===== config.mk =====
export PLATFORM = sky130hd
export DESIGN_NAME = lsu_bus_ctrl
export DESIGN_NICKNAME = d
export VERILOG_FILES = /design/src/rtl/lsu_bus_ctrl.sv
export SDC_FILE = /design/constraint.sdc
export NUM_CORES = 1
export LEC_CHECK = 0
export CORE_MARGIN = 5
export CORE_UTILIZATION = 49
export CTS_CLUSTER_DIAMETER = 200
export DETAILED_ROUTE_END_ITERATION = 10
export GPL_ROUTABILITY_DRIVEN = 1
export PLACE_DENSITY = 0.89
export RECOVER_POWER = 50
export SLEW_MARGIN = 5
export SYNTH_ARGS = -nofsm -noshare
export SYNTH_HDL_FRONTEND = slang
export SYNTH_SLANG_ARGS = --single-unit

===== constraint.sdc =====
create_clock -name i_clk -period 3.2 [get_ports i_clk]
set_input_delay 0.96 -clock i_clk [delete_from_list [all_inputs] [get_ports i_clk]]
set_output_delay 0.96 -clock i_clk [all_outputs]
set_load 0.02 [all_outputs]

===== src/rtl/lsu_bus_ctrl.sv =====
// Purpose: sequences one load/store request onto a single-ported 32-bit data bus, with lane alignment and load extension.
// Latency: request accepted at edge t; aligned access responds at t+3, a crossing access at t+5, a no-op or fault at t+1; bus stalls add cycle for cycle.
// Backpressure: o_req_ready is high only while idle; bus beats hold on i_bus_ready; o_rsp_valid is a pulse the consumer always takes.
//
// Optional feature macro: LSU_MISALIGNED_SPLIT_EN
//   defined   - misaligned accesses execute; a word-crossing access runs two beats
//   undefined - any misaligned access faults at t+1 without touching the bus
//
// Ports:
//   i_clk, i_rst                      clock, synchronous active-high reset
//   i_req_valid/o_req_ready, i_req_*  request: op, byte address, right-justified store data
//   o_rsp_valid, o_rsp_rdata, o_rsp_fault  single-cycle completion
//   o_bus_valid/i_bus_ready, o_bus_*  beat request: word address, we, strobes, lane data
//   i_bus_rvalid, i_bus_rdata, i_bus_err   beat response

package lsu_pkg;
    typedef enum logic [3:0] {
        LSU_NOP     = 4'd0,
        LSU_LOAD_B  = 4'd1,
        LSU_LOAD_H  = 4'd2,
        LSU_LOAD_W  = 4'd3,
        LSU_LOAD_BU = 4'd4,
        LSU_LOAD_HU = 4'd5,
        LSU_STORE_B = 4'd6,
        LSU_STORE_H = 4'd7,
        LSU_STORE_W = 4'd8
    } lsu_ls_t;
endpackage

module lsu_bus_ctrl
    import lsu_pkg::*;
#(
    parameter int ADDR_WIDTH = 32,
    parameter int DATA_WIDTH = 32
) (
    input  logic                  i_clk,
    input  logic                  i_rst,
    input  logic                  i_req_valid,
    output logic                  o_req_ready,
    input  lsu_ls_t               i_req_op,
    input  logic [ADDR_WIDTH-1:0] i_req_addr,
    input  logic [DATA_WIDTH-1:0] i_req_wdata,
    output logic                  o_rsp_valid,
    output logic [DATA_WIDTH-1:0] o_rsp_rdata,
    output logic                  o_rsp_fault,
    output logic                  o_bus_valid,
    input  logic                  i_bus_ready,
    output logic [ADDR_WIDTH-1:0] o_bus_addr,
    output logic                  o_bus_we,
    output logic [3:0]            o_bus_wstrb,
    output logic [DATA_WIDTH-1:0] o_bus_wdata,
    input  logic                  i_bus_rvalid,
    input  logic [DATA_WIDTH-1:0] i_bus_rdata,
    input  logic                  i_bus_err
);

    typedef enum logic [2:0] {
        S_IDLE, S_BEAT0, S_WAIT0, S_BEAT1, S_WAIT1, S_DONE
    } state_t;

    state_t     state;
    lsu_ls_t    req_op;
    logic [1:0] req_off;
    logic [63:0] rbuf;

    // Access size in bytes; 0 marks a no-op encoding.
    function automatic logic [2:0] op_bytes(input lsu_ls_t op);
        case (op)
            LSU_LOAD_B, LSU_LOAD_BU, LSU_STORE_B: return 3'd1;
            LSU_LOAD_H, LSU_LOAD_HU, LSU_STORE_H: return 3'd2;
            LSU_LOAD_W, LSU_STORE_W:              return 3'd4;
            default:                              return 3'd0;
        endcase
    endfunction

    function automatic logic op_is_store(input lsu_ls_t op);
        return (op == LSU_STORE_B) || (op == LSU_STORE_H) || (op == LSU_STORE_W);
    endfunction

    // Stores, no-ops and anything not a load return zero.
    function automatic logic [31:0] load_extend(input lsu_ls_t op, input logic [31:0] raw);
        case (op)
            LSU_LOAD_B:  return {{24{raw[7]}}, raw[7:0]};
            LSU_LOAD_BU: return {24'd0, raw[7:0]};
            LSU_LOAD_H:  return {{16{raw[15]}}, raw[15:0]};
            LSU_LOAD_HU: return {16'd0, raw[15:0]};
            LSU_LOAD_W:  return raw;
            default:     return 32'd0;
        endcase
    endfunction

    logic [2:0] n_in;
    logic [1:0] off_in;
    logic [3:0] base_strb;
    logic       is_mem_in;
    logic       is_store_in;
    logic [3:0] lo_strb_in;
    logic [DATA_WIDTH-1:0] lo_data_in;

    assign n_in        = op_bytes(i_req_op);
    assign off_in      = i_req_addr[1:0];
    assign is_mem_in   = (n_in != 3'd0);
    assign is_store_in = op_is_store(i_req_op);
    assign base_strb   = (n_in == 3'd1) ? 4'b0001 :
                         (n_in == 3'd2) ? 4'b0011 : 4'b1111;

`ifdef LSU_MISALIGNED_SPLIT_EN
    logic [7:0]  m_in;
    logic [63:0] d_in;
    logic        cross_in;
    logic        req_cross;
    logic [3:0]  hi_strb;
    logic [DATA_WIDTH-1:0] hi_wdata;

    assign m_in       = {4'b0000, base_strb} << off_in;
    assign d_in       = {{DATA_WIDTH{1'b0}}, i_req_wdata} << {off_in, 3'b000};
    assign lo_strb_in = m_in[3:0];
    assign lo_data_in = d_in[31:0];
    assign cross_in   = ({2'b00, off_in} + {1'b0, n_in}) > 4'd4;
`else
    logic aligned_in;

    assign lo_strb_in = base_strb << off_in;
    assign lo_data_in = i_req_wdata << {off_in, 3'b000};
    assign aligned_in = (n_in == 3'd1) ||
                        ((n_in == 3'd2) && !off_in[0]) ||
                        ((n_in == 3'd4) && (off_in == 2'b00));
`endif

    // Buffer as it will look after the current read beat lands, so the
    // response can be extracted on the same edge that captures the data.
    logic [63:0] buf_nxt;
    logic [31:0] rd_ext;

    assign buf_nxt = (state == S_WAIT1) ? {i_bus_rdata, rbuf[31:0]}
                                        : {rbuf[63:32], i_bus_rdata};
    assign rd_ext  = load_extend(req_op, buf_nxt[{req_off, 3'b000} +: 32]);

    // Ready is forced low during reset so no request is taken while it is held.
    assign o_req_ready = (state == S_IDLE) && !i_rst;

    always_ff @(posedge i_clk) begin
        if (i_rst) begin
            state       <= S_IDLE;
            req_op      <= LSU_NOP;
            req_off     <= 2'b00;
            rbuf        <= 64'd0;
            o_rsp_valid <= 1'b0;
            o_rsp_rdata <= '0;
            o_rsp_fault <= 1'b0;
            o_bus_valid <= 1'b0;
            o_bus_addr  <= '0;
            o_bus_we    <= 1'b0;
            o_bus_wstrb <= 4'b0000;
            o_bus_wdata <= '0;
`ifdef LSU_MISALIGNED_SPLIT_EN
            req_cross   <= 1'b0;
            hi_strb     <= 4'b0000;
            hi_wdata    <= '0;
`endif
        end else begin
            o_rsp_valid <= 1'b0;
            case (state)
                S_IDLE: begin
                    if (i_req_valid) begin
                        req_op  <= i_req_op;
                        req_off <= off_in;
                        if (!is_mem_in) begin
                            state       <= S_DONE;
                            o_rsp_valid <= 1'b1;
                        end
`ifndef LSU_MISALIGNED_SPLIT_EN
                        else if (!aligned_in) begin
                            state       <= S_DONE;
                            o_rsp_valid <= 1'b1;
                            o_rsp_fault <= 1'b1;
                        end
`endif
                        else begin
                            state       <= S_BEAT0;
                            o_bus_valid <= 1'b1;
                            o_bus_addr  <= {i_req_addr[ADDR_WIDTH-1:2], 2'b00};
                            o_bus_we    <= is_store_in;
                            o_bus_wstrb <= is_store_in ? lo_strb_in : 4'b0000;
                            o_bus_wdata <= is_store_in ? lo_data_in : '0;
`ifdef LSU_MISALIGNED_SPLIT_EN
                            req_cross   <= cross_in;
                            hi_strb     <= is_store_in ? m_in[7:4] : 4'b0000;
                            hi_wdata    <= is_store_in ? d_in[63:32] : '0;
`endif
                        end
                    end
                end
                S_BEAT0: begin
                    if (i_bus_ready) begin
                        o_bus_valid <= 1'b0;
                        state       <= S_WAIT0;
                    end
                end
                S_WAIT0: begin
                    if (i_bus_rvalid) begin
                        rbuf <= buf_nxt;
                        if (i_bus_err) begin
                            state       <= S_DONE;
                            o_rsp_valid <= 1'b1;
                            o_rsp_fault <= 1'b1;
                            o_rsp_rdata <= '0;
                        end
`ifdef LSU_MISALIGNED_SPLIT_EN
                        else if (req_cross) begin
                            state       <= S_BEAT1;
                            o_bus_valid <= 1'b1;
                            o_bus_addr  <= o_bus_addr + ADDR_WIDTH'(4);
                            o_bus_wstrb <= hi_strb;
                            o_bus_wdata <= hi_wdata;
                        end
`endif
                        else begin
                            state       <= S_DONE;
                            o_rsp_valid <= 1'b1;
                            o_rsp_rdata <= rd_ext;
                        end
                    end
                end
`ifdef LSU_MISALIGNED_SPLIT_EN
                S_BEAT1: begin
                    if (i_bus_ready) begin
                        o_bus_valid <= 1'b0;
                        state       <= S_WAIT1;
                    end
                end
                S_WAIT1: begin
                    if (i_bus_rvalid) begin
                        rbuf        <= buf_nxt;
                        state       <= S_DONE;
                        o_rsp_valid <= 1'b1;
                        o_rsp_fault <= i_bus_err;
                        o_rsp_rdata <= i_bus_err ? '0 : rd_ext;
                    end
                end
`endif
                S_DONE: begin
                    state       <= S_IDLE;
                    o_rsp_rdata <= '0;
                    o_rsp_fault <= 1'b0;
                end
                default: state <= S_IDLE;
            endcase
        end
    end

endmodule


; ---- After elaboration in Yosys (flattened, before gate mapping)
; Memory sizes are Yosys's and may differ from the RTL's.
; Index checks and enable logic that the tools add are counted.
[classes]
muxes = 31
n_reduce_logical = 22
n_shift = 3
n_eq_ne = 22
[ops]
columns = cell, n
row1 = $pmux 32 s5, 1
row2 = $mux 32, 3
row3 = $mux 64, 1
row4 = $pmux 32 s2, 1
row5 = $shiftx 64x6->32, 1
row6 = $shl 32x5->32, 1
row7 = $eq 4x3->1 const B, 4
row8 = $mux 3, 5
row9 = $ne 2x2->1 const B, 7
row10 = $mux 1, 13
row11 = $mux 4, 3
row12 = $eq 3x3->1 const B, 3
row13 = $pmux 3 s3, 1
row14 = $eq 4x2->1 const B, 2
row15 = $eq 3x1->1 const B, 2
row16 = $eq 3x2->1 const B, 2
row17 = $reduce_and 2->1, 3
row18 = $reduce_and 6->1, 1
row19 = $reduce_bool 3->1, 2
row20 = $reduce_and 5->1, 1
row21 = $eq 4x1->1 const B, 1
row22 = $eq 4x4->1 const B, 1
row23 = $logic_or 1x1->1, 4
row24 = $pmux 1 s2, 2
row25 = other kinds (9), 13
[totals]
output_inout_bits = 105
mem_count = 1
in_bits = 106
ff_bits = 175
mem_bits_ro = 48
wordCells = 91
[memory_table]
columns = name, words, width, read_ports, rd_ports_with_merged_regs, write_ports, line
row1 = (name not given), 16, 3, 1, 0, 0, 68  ; case (op)

; ---- Depth between registers and ports, before layout
; Gate-level depths: netlist (run 1).
; An unclocked memory read counts as a cell.
[logic_depth]
ltp_word = 9
depth_mapped = 9
depth_no_buf = 5

; ---- Worst setup path before layout (run 1)
; Ideal clock, no wire load.
[synth_timing]
path_kind = input to output
startpoint = input port i_rst
endpoint = output port o_req_ready
n_path_buf = 3
required_ns = 2.240
arrival_ns = 2.145
setup_slack_ns = 0.095
cell_stages = 4
cell_sequence = clkbuf_1 > clkbuf_1 > clkbuf_1 > nor4_1
[synth_via]
elab_chain_len = 2
[synth_rtl]
columns = element, line
row1 = from (decl), 37  ; input logic i_rst,
row2 = $logic_not 1->1, 140  ; assign o_req_ready = (state == S_IDLE) && !i_rst;
row3 = $logic_and 1x1->1, 140
row4 = to (decl), 39  ; output logic o_req_ready,
; Every way passes these cells.

; ---- Worst setup path in the final report (run 1)
; Ends and elaborated chain as after synthesis.

==> metrics.md, run 1 <==
| Metric | Value |
|---|---|
| Final Hold Viols | 0 |
| Max Fclk | 341 MHz |
| Slew HR | 0.267 |
| DRC | 0 |
| Num rows | 46 |
| Worst slew pin tran | 1.10 ns |
| Overflow left after global routing | 0 |
| Buffers on Ports | 208 |
| Area of the die | 18600 µm² |
| Area of the multi-input gates | 4200 µm² |
| Clk network pwr share | 0.422 |
| Combinational power share | 0.140 |
| Most common cell in the netlist | dfxtp_1 |
| Total wire length | 23400 µm |
| Worst Setup Path Type | primary input to output pin |
| Final ANT Viol Nets | 0 |
| Largest net degree at the start of global routing | 105 |
| Die W | 136 µm |
| Vias in the first global route | 6949 |
| Final Skew | 0.0127 ns |
| Layout cell share with drive strength beyond 1 | 0.145 |
| CTS root buf | clkbuf_16 |
| Switching Fraction | 0.259 |
| Crit path DAT | 1.97 ns |
| CTS Sinks | 167 |
| Psw | 1290 µW |
| Placement Setup Slack | 0.0367 ns |
| Synth area leader | dfxtp_1 |
| CTS tree | done |
| Initial drt markers | 602 |
| Outcome | completed |
| Starting Density | 0.496 |
| Reg area | 3350 µm² |
| # nets final | 1069 |
| Final setup fails | 0 |
| Setup Fix Bufs, Post-CTS | 0 |
| Worst-path fanout max | 3 |
| Post-synth top flop | dfxtp_1 |
| First-pass GRT wire length | 36100 µm |
| Most frequent cells after synthesis | dfxtp_1, nand2_1, nor2_1 |
| P per Cell Area | 463 nW/µm² |
| Clk_lat worst skew | 0.42 ns |
| CTS Hold Bufs | 0 |
| Top cell type's share of synthesized area | 0.427 |
| Max-cap violations | 0 |
| Worst VDD drop | 0.352 mV |
| RD Place Congestion | 0.840 |
| IO Pins | 211 |
| Crit path capture type | output pin |
| Post-synth EDFFs | 0 |
| Top post-synthesis cells by area | dfxtp_1, mux4_2, mux2i_1, nand2_1, a22o_1 |
| Synth Cell Area | 7830 µm² |
| Syn_area_per_cell | 10.1 µm² |
| Internal | 3690 µW |
| P&R area growth vs syn | 37.4% |
| Worst endpoint required time | 2.24 ns |
| Vias per inst | 5.83 |
| Vert. Die Dim | 136 µm |
| Total CTS buffers | 17 |
| TNS Setup | 0 ns |
| Initial antenna violation count | 1 |
| Avg WL per Cell | 19.6 µm |
| Setup crit start kind | primary input |
| Tightest Hold Check Type | register to register |
| Placeable Area | 15800 µm² |
| Max-slew violation count | 0 |
| Dpl hpwl | 15900 µm |
| Max H-tree Level | 4 |
| Filler cells | 1163 |
| Ys async rst share | 0 |
| Post-CTS sizing | 0 |
| RSZ-0062 raised after global routing | false |
| Minimum clock period | 2.93 ns |
| Total GRT Usage | 0.248 |
| Yosys reg bits | 167 |
| Synth cell types | 55 |
| Lkg Pwr | 0.00416 µW |
| Yosys warnings | 0 |
| Flop pwr share | 0.438 |
| Clock slew at reported path FFs | 0.06 ns |
| Cells after synthesis | 776 |
| Drt first pass iters | 5 |
| Via Count | 6950 |
| Max clock buf depth | 2 |
| Final WS setup | 0.271 ns |
| Tcrit/Tclk final | 0.915 |
| Post-synthesis sequential area ratio | 0.427 |
| Fin util | 0.682 |
worst max-delay path, cell delays in order:
cell,delay [ns]
clkbuf_1,0.12
nor4_1,0.20
clkdlybuf4s50_1,0.69
worst paths after layout:
kind / startpoint / endpoint / slack, ns / cells past startpoint
max: i_rst / o_req_ready / 0.27 / 3
min: rbuf[3] / rbuf[3] / 0.46 / 2
max reg2reg: state[2] / o_rsp_rdata[11] / 0.77 / 5
min reg2reg: rbuf[3] / rbuf[3] / 0.46 / 2
kinds of logic after synthesis:
group           after synthesis  share of synthesized area
other cells                   1                   0.000479
buf+inv                      71                     0.0414
mux                         104                      0.209
compound gates              164                      0.153
flops                       167                      0.427
simple gates                268                      0.168
xor+xnor                      1                    0.00112
cell type report:
type	instances	area share
multi-input cells	539	0.390
flip-flops and latches	167	0.311
repair buffers	236	0.216
clock buffers	19	0.0421
well taps	216	0.0251
clock inverters	13	0.0150
inverters	2	0.000698
diodes	1	0.000233
sequential cells by signal, indices dropped and copies added (netlist names):
signal	cells
o_rsp_rdata	32
o_bus_wstrb	4
o_bus_valid	1
rbuf	56
o_rsp_valid	1
o_rsp_fault	1
o_bus_wdata	32
o_bus_we	1
state	3
req_off	2
req_op	4
o_bus_addr	30
power by group through the flow:
stage / Sequential [µW] / Clock (µW) / Combinational, µW
6_report: 2180 / 2100 / 697
5_1_grt: 2190 / 2230 / 741
4_1_cts: 2180 / 2130 / 702
3_5_place_dp: 2230 / 0 / 690
3_3_place_gp: 2230 / 0 / 675
2_1_floorplan: 2220 / 0 / 394
stage by stage:
| step | instance area [µm²] | total power, µW | hold WS, ns | cells |
|---|---|---|---|---|
| after floorplan | 7830 | 2610 | 0.433 | 777 |
| after global placement | 10200 | 2900 | 0.435 | 1160 |
| after detailed placement | 10200 | 2920 | 0.454 | 1160 |
| after CTS | 10800 | 5020 | 0.463 | 1192 |
| after global routing | 10800 | 5150 | 0.472 | 1192 |
| final | 10800 | 4980 | 0.458 | 1193 |
layout by cell type, fill, tap and decap left out, types with 2 or more instances in the layout:
master / synthesis / final
a21oi_1: 49 / 48
a22o_1: 41 / 41
a22oi_2: 9 / 9
nand2_1: 125 / 125
a221o_1: 7 / 7
clkdlybuf4s50_1: 0 / 135
clkbuf_8: 0 / 2
nand3_1: 8 / 8
mux4_2: 47 / 47
dlygate4sd3_1: 0 / 72
buf_4: 4 / 24
mux2i_1: 54 / 54
clkbuf_16: 0 / 17
inv_6: 0 / 3
o21ai_0: 14 / 14
a21o_1: 2 / 2
a211o_1: 2 / 2
a211oi_1: 11 / 11
nand2b_1: 2 / 2
nand3b_1: 2 / 2
nor4b_4: 2 / 2
clkinvlp_4: 0 / 2
clkinv_4: 0 / 3
inv_1: 2 / 2
a22oi_1: 16 / 16
bufinv_16: 0 / 2
and2_1: 2 / 2
nand3_2: 9 / 9
buf_12: 0 / 3
dfxtp_1: 167 / 166
nor3b_1: 3 / 3
mux2_2: 3 / 3
conb_1: 1 / 2
nor2b_1: 36 / 36
nor2_1: 58 / 57
nor3_1: 10 / 9
a31oi_1: 2 / 2
metal layers:
layer | vias up | part of all wire | wire, µm | global-route usage
met3 | 68 | 0.097 | 2260 | 0.0822
met5 | - | 0 | 0 | 0
met4 | 0 | 0.032 | 750 | 0.109
li1 | 3199 | - | - | -
met2 | 404 | 0.49 | 11400 | 0.407
met1 | 3279 | 0.38 | 8970 | 0.296
Note: power is estimated with default switching activity, not from simulation.
==> run 2, diff against run 1 <==
--- a/config.mk
+++ b/config.mk
@@ -5,11 +5,13 @@
 export SDC_FILE = /design/constraint.sdc
 export NUM_CORES = 1
 export LEC_CHECK = 0
+export ABC_AREA = 1
 export CORE_MARGIN = 5
-export CORE_UTILIZATION = 49
+export CORE_UTILIZATION = 50
 export CTS_CLUSTER_DIAMETER = 200
 export DETAILED_ROUTE_END_ITERATION = 10
 export GPL_ROUTABILITY_DRIVEN = 1
+export GPL_TIMING_DRIVEN = 0
 export PLACE_DENSITY = 0.89
 export RECOVER_POWER = 50
 export SLEW_MARGIN = 5
==> constraint.sdc (replaced) <==
create_clock -name i_clk -period 2.7 [get_ports i_clk]
set_input_delay 0.81 -clock i_clk [delete_from_list [all_inputs] [get_ports i_clk]]
set_output_delay 0.81 -clock i_clk [all_outputs]
set_load 0.02 [all_outputs]
==> metrics.md, run 2 <==
| Metric | Value |
|---|---|
| Final Skew | 0.00787 ns (was 0.0127 ns) |
| Initial drt markers | 1193 (was 602) |
| Placement Setup Slack | -1.02 ns (was 0.0367 ns) |
| Regs by FF count | rbuf: 56 flops, o_bus_wdata: 32 flops, o_rsp_rdata: 32 flops (unchanged) |
| Starting Density | 0.508 (was 0.496) |
| Post-CTS sizing | 10 (was 0) |
| Synth cell types | 36 (was 55) |
| Final non-filler cell total | 1737 (was 1193) |
| Max-cap violations | 0 (unchanged) |
| Vias in the first global route | 9269 (was 6949) |
| Tcrit/Tclk final | 0.976 |
| Hold_sp | rbuf[47] (was rbuf[3]) |
| Max-slew violation count | 0 (unchanged) |
| Worst path max stage delay | 0.59 ns (was 0.69 ns) |
| RSZ-0062 raised after global routing | false (unchanged) |
| Avg WL per Cell | 19.2 µm (was 19.6 µm) |
| Commonest cells after routing, fill and taps aside | nand2_1, nand3_1, dfxtp_1 (was dfxtp_1, clkdlybuf4s50_1, nand2_1) |
| CTS Sinks | 167 (unchanged) |
| Worst VDD drop | 0.558 mV (was 0.352 mV) |
| Max Fclk | 379 MHz |
| Tightest Hold Check Type | register to register (unchanged) |
| Crit path DAT | 3.01 ns (was 1.97 ns) |
| Num rows | 47 (was 46) |
| Post-synthesis sequential area ratio | 0.397 (was 0.427) |
| Worst slew pin tran | 0.733 ns (was 1.10 ns) |
| Slew HR | 0.508 (was 0.267) |
| Placeable Area | 16600 µm² (was 15800 µm²) |
| Largest net degree at the start of global routing | 18 (was 105) |
| Dpl hpwl | 26300 µm (was 15900 µm) |
| Overflow left after global routing | 0 (unchanged) |
| Minimum clock period | 2.64 ns |
| Setup Fix Bufs, Post-CTS | 0 (unchanged) |
| Vias per inst | 5.64 (was 5.83) |
| TNS Setup | 0 ns (unchanged) |
| Most frequent cells after synthesis | nand2_1, nand3_1, dfxtp_1 (was dfxtp_1, nand2_1, nor2_1) |
| Clock slew at reported path FFs | 0.07 ns (was 0.06 ns) |
| Final WS setup | 0.0638 ns (was 0.271 ns) |
| Final ANT Viol Nets | 0 (unchanged) |
| CTS Hold Bufs | 0 (unchanged) |
| RD Place Congestion | 1.02 (was 0.840) |
| Worst Hold Path EP | rbuf[47] (was rbuf[3]) |
| Clk_lat worst skew | 0.44 ns (was 0.42 ns) |
| Vert. Die Dim | 140 µm (was 136 µm) |
| Reg area | 3340 µm² (was 3350 µm²) |
| Layout cell share with drive strength beyond 1 | 0.0554 (was 0.145) |
| DRC | 0 (unchanged) |
| Largest register FFs | 56 (unchanged) |
| Crit path capture type | register (was output pin) |
| Reg-to-Reg End | o_rsp_rdata[12] (was o_rsp_rdata[11]) |
| Top post-synthesis cells by area | dfxtp_1, nand3_1, nand2_1, a21oi_1, nor2_1 (was dfxtp_1, mux4_2, mux2i_1, nand2_1, a22o_1) |
| Hold Crit Depth | 2 (unchanged) |
| Worst path bufs/invs | 4 (was 2) |
| P&R area growth vs syn | 34.6% (was 37.4%) |
| Area of the multi-input gates | 4170 µm² (was 4200 µm²) |
| CP top delay family | buffers and inverters (unchanged) |
| Most common cell after layout, fill and taps aside | nand2_1 (was dfxtp_1) |
| Synth area leader | dfxtp_1 (unchanged) |
| Total CTS buffers | 17 (unchanged) |
| Post-synth EDFFs | 0 (unchanged) |
| Total wire length | 33300 µm (was 23400 µm) |
| Drt first pass iters | 8 (was 5) |
| Filler cells | 1468 (was 1163) |
| Die W | 140 µm (was 136 µm) |
| Synth Cell Area | 8430 µm² (was 7830 µm²) |
| Cells after DPL | 1705 (was 1160) |
| Worst endpoint required time | 3.07 ns (was 2.24 ns) |
| Total GRT Usage | 0.330 (was 0.248) |
| CTS tree | done (unchanged) |
| Ys async rst share | 0 (unchanged) |
| Hold Slack | 0.430 ns (was 0.458 ns) |
| Worst-path fanout max | 10 (was 3) |
| First-pass GRT wire length | 51500 µm (was 36100 µm) |
| Reg2reg start | state[0] (was state[2]) |
| CP max-delay cell | nor4_1 (was clkdlybuf4s50_1) |
| Top cell type's share of synthesized area | 0.397 (was 0.427) |
| P per Cell Area | 766 nW/µm² (was 463 nW/µm²) |
| Yosys warnings | 0 (unchanged) |
| Cells after synthesis | 1278 (was 776) |
| Via Count | 9800 (was 6950) |
| CTS root buf | clkbuf_16 (unchanged) |
| IO Pins | 211 (unchanged) |
| Area of the die | 19600 µm² (was 18600 µm²) |
| CP cell instances | clkdlybuf4s50_1 > buf_2 > inv_1 > clkbuf_1 > nor3_1 > nor4_1 > nand2_1 > a21oi_1 (was clkbuf_1 > nor4_1 > clkdlybuf4s50_1) |
| Post-synth top flop | dfxtp_1 (unchanged) |
| Ant. Diodes | 0 (was 1) |
| Outcome | completed (unchanged) |
| Lkg Pwr | 0.00482 µW (was 0.00416 µW) |
| R2R setup slack | 0.19 ns (was 0.77 ns) |
| Setup crit start kind | primary input (unchanged) |
| Final setup fails | 0 (unchanged) |
| Max clock buf depth | 2 (unchanged) |
| Max H-tree Level | 4 (unchanged) |
| Initial antenna violation count | 0 (was 1) |
| Buffers on Ports | 206 (was 208) |
| Most common cell in the netlist | nand2_1 (was dfxtp_1) |
| Yosys reg bits | 167 (unchanged) |
| Worst Setup Path Type | primary input to register (was primary input to output pin) |
| # nets final | 1610 (was 1069) |
| Top reg by flops | rbuf (unchanged) |
| Syn_area_per_cell | 6.60 µm² (was 10.1 µm²) |
| Total power | 8700 µW (was 4980 µW) |
| R2R depth | 12 (was 5) |
| Final Hold Viols | 0 (unchanged) |
[run 2: cell count changes after synthesis, sizes merged, moves of 10 or more]
cell    change
a21oi      +70
a22o       -41
a22oi      -24
buf        +21
inv       +102
mux2i      -54
mux4       -47
nand2     +157
nand3     +217
nor2       +61
nor2b      -36
o211ai     +10
o21ai      +80
[run 2: cells by family (layout without fill, tap and decap cells)]
family,Yosys count,count (layout),synth area share
simple gates,669,669,0.348
buf+inv,204,442,0.106
compound gates,237,237,0.149
other cells,1,2,0.000445
flops,167,167,0.397
[run 2: power by group]
| part | internal (µW) | total, µW | switching (µW) | leakage (µW) |
|---|---|---|---|---|
| sequential | 2650 | 2760 | 112 | 0.00135 |
| combinational | 1080 | 3440 | 2360 | 0.00318 |
| clock | 1340 | 2500 | 1160 | 0.000287 |
| total | 5070 | 8700 | 3630 | 0.00482 |
[run 2: how the worst max path moves through the flow]
stage / cells after the start / slack [ns] / to / start
CTS: 5 / 0.09 / o_req_ready / i_rst
global placement: 5 / -1.01 / o_req_ready / i_rst
detailed placement: 5 / -1.02 / o_req_ready / i_rst
finish: 8 / 0.06 / o_bus_wdata[31] / i_req_addr[0]
floorplan: 4 / 0.11 / o_req_ready / i_rst
global route: 11 / 0.004 / o_rsp_rdata[26] / state[0]
[run 2: area by class of cell]
type	count	area share
repair buffers	206	0.181
well taps	220	0.0243
inverters	105	0.0347
plain buffers	99	0.0449
clock buffers	18	0.0387
clock inverters	14	0.0140
multi-input cells	908	0.368
flip-flops and latches	167	0.295
[run 2: metrics by stage]
step	instance area [µm²]	utilization
floorplan	8430	-
global placement	10800	0.649
detailed placement	10800	0.649
CTS	11400	0.686
global route	11300	0.684
finish	11300	0.684
[run 2: metal layers]
layer / wire, µm / GRT usage / vias up
met2: 15100 / 0.529 / 579
met5: 0 / 0 / -
li1: - / - / 4671
met3: 3400 / 0.0786 / 101
met1: 13500 / 0.431 / 4449
met4: 1360 / 0.132 / 0
[run 2: worst min-delay path, stage by stage, from the launching register on]
cell	delay [ns]
dfxtp_1	0.32
inv_1	0.05
nor2_1	0.03
==> run 3, diff against run 2 <==
--- a/config.mk
+++ b/config.mk
@@ -7,12 +7,12 @@
 export LEC_CHECK = 0
 export ABC_AREA = 1
 export CORE_MARGIN = 5
-export CORE_UTILIZATION = 50
+export CORE_UTILIZATION = 45
 export CTS_CLUSTER_DIAMETER = 200
 export DETAILED_ROUTE_END_ITERATION = 10
 export GPL_ROUTABILITY_DRIVEN = 1
 export GPL_TIMING_DRIVEN = 0
-export PLACE_DENSITY = 0.89
+export PLACE_DENSITY = 0.85
 export RECOVER_POWER = 50
 export SLEW_MARGIN = 5
 export SYNTH_ARGS = -nofsm -noshare
==> constraint.sdc (replaced) <==
create_clock -name i_clk -period 2.1 [get_ports i_clk]
set_input_delay 0.63 -clock i_clk [delete_from_list [all_inputs] [get_ports i_clk]]
set_output_delay 0.63 -clock i_clk [all_outputs]
set_load 0.02 [all_outputs]
==> metrics.md, run 3 (same netlist as run 2, synthesis figures left out) <==
| Metric | Value |
|---|---|
| Via Count | 9794 (was 9800) |
| Buffers on Ports | 206 (unchanged) |
| Tightest Hold Check Type | register to register (unchanged) |
| Initial antenna violation count | 3 (was 0) |
| Die W | 147 µm (was 140 µm) |
| CP max-delay cell | clkdlybuf4s50_1 (was nor4_1) |
| Worst path bufs/invs | 1 (was 4) |
| Placement Setup Slack | -0.858 ns (was -1.02 ns) |
| CTS root buf | clkbuf_16 (unchanged) |
| Initial drt markers | 1040 (was 1193) |
| Max H-tree Level | 4 (unchanged) |
| First-pass GRT wire length | 49900 µm (was 51500 µm) |
| Max Fclk | 484 MHz |
| Top reg by flops | rbuf (unchanged) |
| Outcome | completed (unchanged) |
| Max-cap violations | 0 (unchanged) |
| CTS Sinks | 167 (unchanged) |
| Final Hold Viols | 0 (unchanged) |
| Placed cell area | 10800 µm² (about the same) |
| Final setup fails | 0 (unchanged) |
| Total power | 11200 µW (was 8700 µW) |
| Final Skew | 0.00795 ns (was 0.00787 ns) |
| Placeable Area | 18600 µm² (was 16600 µm²) |
| Total CTS buffers | 17 (unchanged) |
| Dpl hpwl | 24700 µm (was 26300 µm) |
| CP top delay family | buffers and inverters (unchanged) |
| Setup crit start kind | register (was primary input) |
| Vert. Die Dim | 147 µm (was 140 µm) |
| P&R area growth vs syn | 36.4% (was 34.6%) |
| Area of the multi-input gates | 4240 µm² (was 4170 µm²) |
| Layout cell share with drive strength beyond 1 | 0.0833 (was 0.0554) |
| Worst path max stage delay | 0.64 ns (was 0.59 ns) |
| Starting Density | 0.454 (was 0.508) |
| P per Cell Area | 975 nW/µm² (was 766 nW/µm²) |
| CP cell instances | clkdlybuf4s50_1 (was clkdlybuf4s50_1 > buf_2 > inv_1 > clkbuf_1 > nor3_1 > nor4_1 > nand2_1 > a21oi_1) |
| RD Place Congestion | 1.01 (was 1.02) |
| IO Pins | 211 (unchanged) |
| Largest register FFs | 56 (unchanged) |
| Worst-path fanout max | 2 (was 10) |
| Clk_lat worst skew | 0.43 ns (was 0.44 ns) |
| Crit path DAT | 1.44 ns (was 3.01 ns) |
| Num rows | 50 (was 47) |
| Total GRT Usage | 0.290 (was 0.330) |
| Crit path capture type | output pin (was register) |
| Met2 WL | 14600 µm (was 15100 µm) |
| Wire length on met1 | 12800 µm (was 13500 µm) |
| Worst slew pin tran | 0.666 ns (was 0.733 ns) |
| DRC | 0 (unchanged) |
| Tcrit/Tclk final | 0.984 |
| Regs by FF count | rbuf: 56 flops, o_bus_wdata: 32 flops, o_rsp_rdata: 32 flops (unchanged) |
| Most common cell after layout, fill and taps aside | nand2_1 (unchanged) |
| Reg area | 3340 µm² (about the same) |
| Avg WL per Cell | 18.3 µm (was 19.2 µm) |
| Worst Setup Path Type | register to output pin (was primary input to register) |
| Worst VDD drop | 0.828 mV (was 0.558 mV) |
| Final ANT Viol Nets | 0 (unchanged) |
| CTS tree | done (unchanged) |
| Top sig layer | met5 (was met4) |
| Lkg Pwr | 0.00478 µW (was 0.00482 µW) |
| Area of the die | 21600 µm² (was 19600 µm²) |
| Max clock buf depth | 2 (unchanged) |
| Worst endpoint required time | 1.47 ns (was 3.07 ns) |
| Total wire length | 32300 µm (was 33300 µm) |
| Commonest cells after routing, fill and taps aside | nand2_1, nand3_1, clkdlybuf4s50_1 (was nand2_1, nand3_1, dfxtp_1) |
| # nets final | 1617 (was 1610) |
| WL met3 | 3430 µm (was 3400 µm) |
| Largest net degree at the start of global routing | 17 (was 18) |
| Clock slew at reported path FFs | 0.07 ns (about the same) |
| Vias in the first global route | 9378 (was 9269) |
| Filler cells | 1692 (was 1468) |
| Overflow left after global routing | 0 (unchanged) |
| Slew HR | 0.553 (was 0.508) |
| Drt first pass iters | 5 (was 8) |
| Max-slew violation count | 0 (unchanged) |
| Minimum clock period | 2.07 ns |
| Vias per inst | 5.56 (was 5.64) |
| Final WS setup | 0.0338 ns (was 0.0638 ns) |
| Finished Cell Area | 11500 µm² (was 11300 µm²) |
[run 3: cell types whose count changed in the layout (fill, tap and decap cells not counted), moves of 8 or more]
cell             delta
dlygate4sd3_1      -50
clkdlybuf4s50_1    +37
clkbuf_2           +13
buf_4              +11
buf_1               -8
[run 3: worst reg2reg max path, delay by kind of cell (launching register included)]
kind / cells / cell delay [ns]
AOI/OAI and AO/OA: 1 / 0.06
buffers and inverters: 2 / 0.56
DFF: 1 / 0.35
and+or+nand+nor: 7 / 0.86
[run 3: worst paths after layout]
kind	slack (ns)	end	depth (start not counted)	from
min	0.43	rbuf[39]	2	rbuf[39]
max reg2reg	0.14	o_rsp_rdata[22]	10	state[1]
min reg2reg	0.43	rbuf[39]	2	rbuf[39]
max	0.03	o_rsp_rdata[17]	1	o_rsp_rdata[17]
[run 3: layer usage]
metal,GRT usage,up-vias
met2,0.472,555
li1,-,4691
met1,0.359,4452
met5,0,-
met3,0.0876,94
met4,0.118,2
[run 3: cell type report]
type / instances / area share
plain buffers: 98 / 0.0482
clock buffers: 19 / 0.0394
inverters: 105 / 0.0343
flip-flops and latches: 167 / 0.291
multi-input cells: 908 / 0.369
clock inverters: 13 / 0.0119
diodes: 3 / 0.000653
well taps: 234 / 0.0255
repair buffers: 214 / 0.180
[run 3: power by group]
part	internal (µW)	switching, µW	total (µW)	leakage, µW
clock	1730	1450	3180	0.000285
combinational	1500	2980	4480	0.00314
sequential	3400	151	3550	0.00135
total	6640	4570	11200	0.00478
[run 3: per-stage QoR]
step / TNS (ns) / cells / utilization / hold slack (ns)
after floorplan: 0 / 1279 / - / 0.403
after global placement: -46.19 / 1719 / 0.581 / 0.410
after detailed placement: -51.29 / 1719 / 0.581 / 0.412
after CTS: 0 / 1754 / 0.617 / 0.426
after global routing: -0.188 / 1760 / 0.619 / 0.447
final: 0 / 1761 / 0.619 / 0.431
[run 3: timing repair]
| action | 4_1_cts | 5_1_grt |
|---|---|---|
| endpoints found under the hold margin | 0 | 0 |
| setup endpoints to repair | 69 | 78 |
| buffers inserted | 3 | 5 |
| hold buffers | 0 | 0 |
| pin swaps | 3 | 2 |
| gates resized for setup | 33 | 38 |
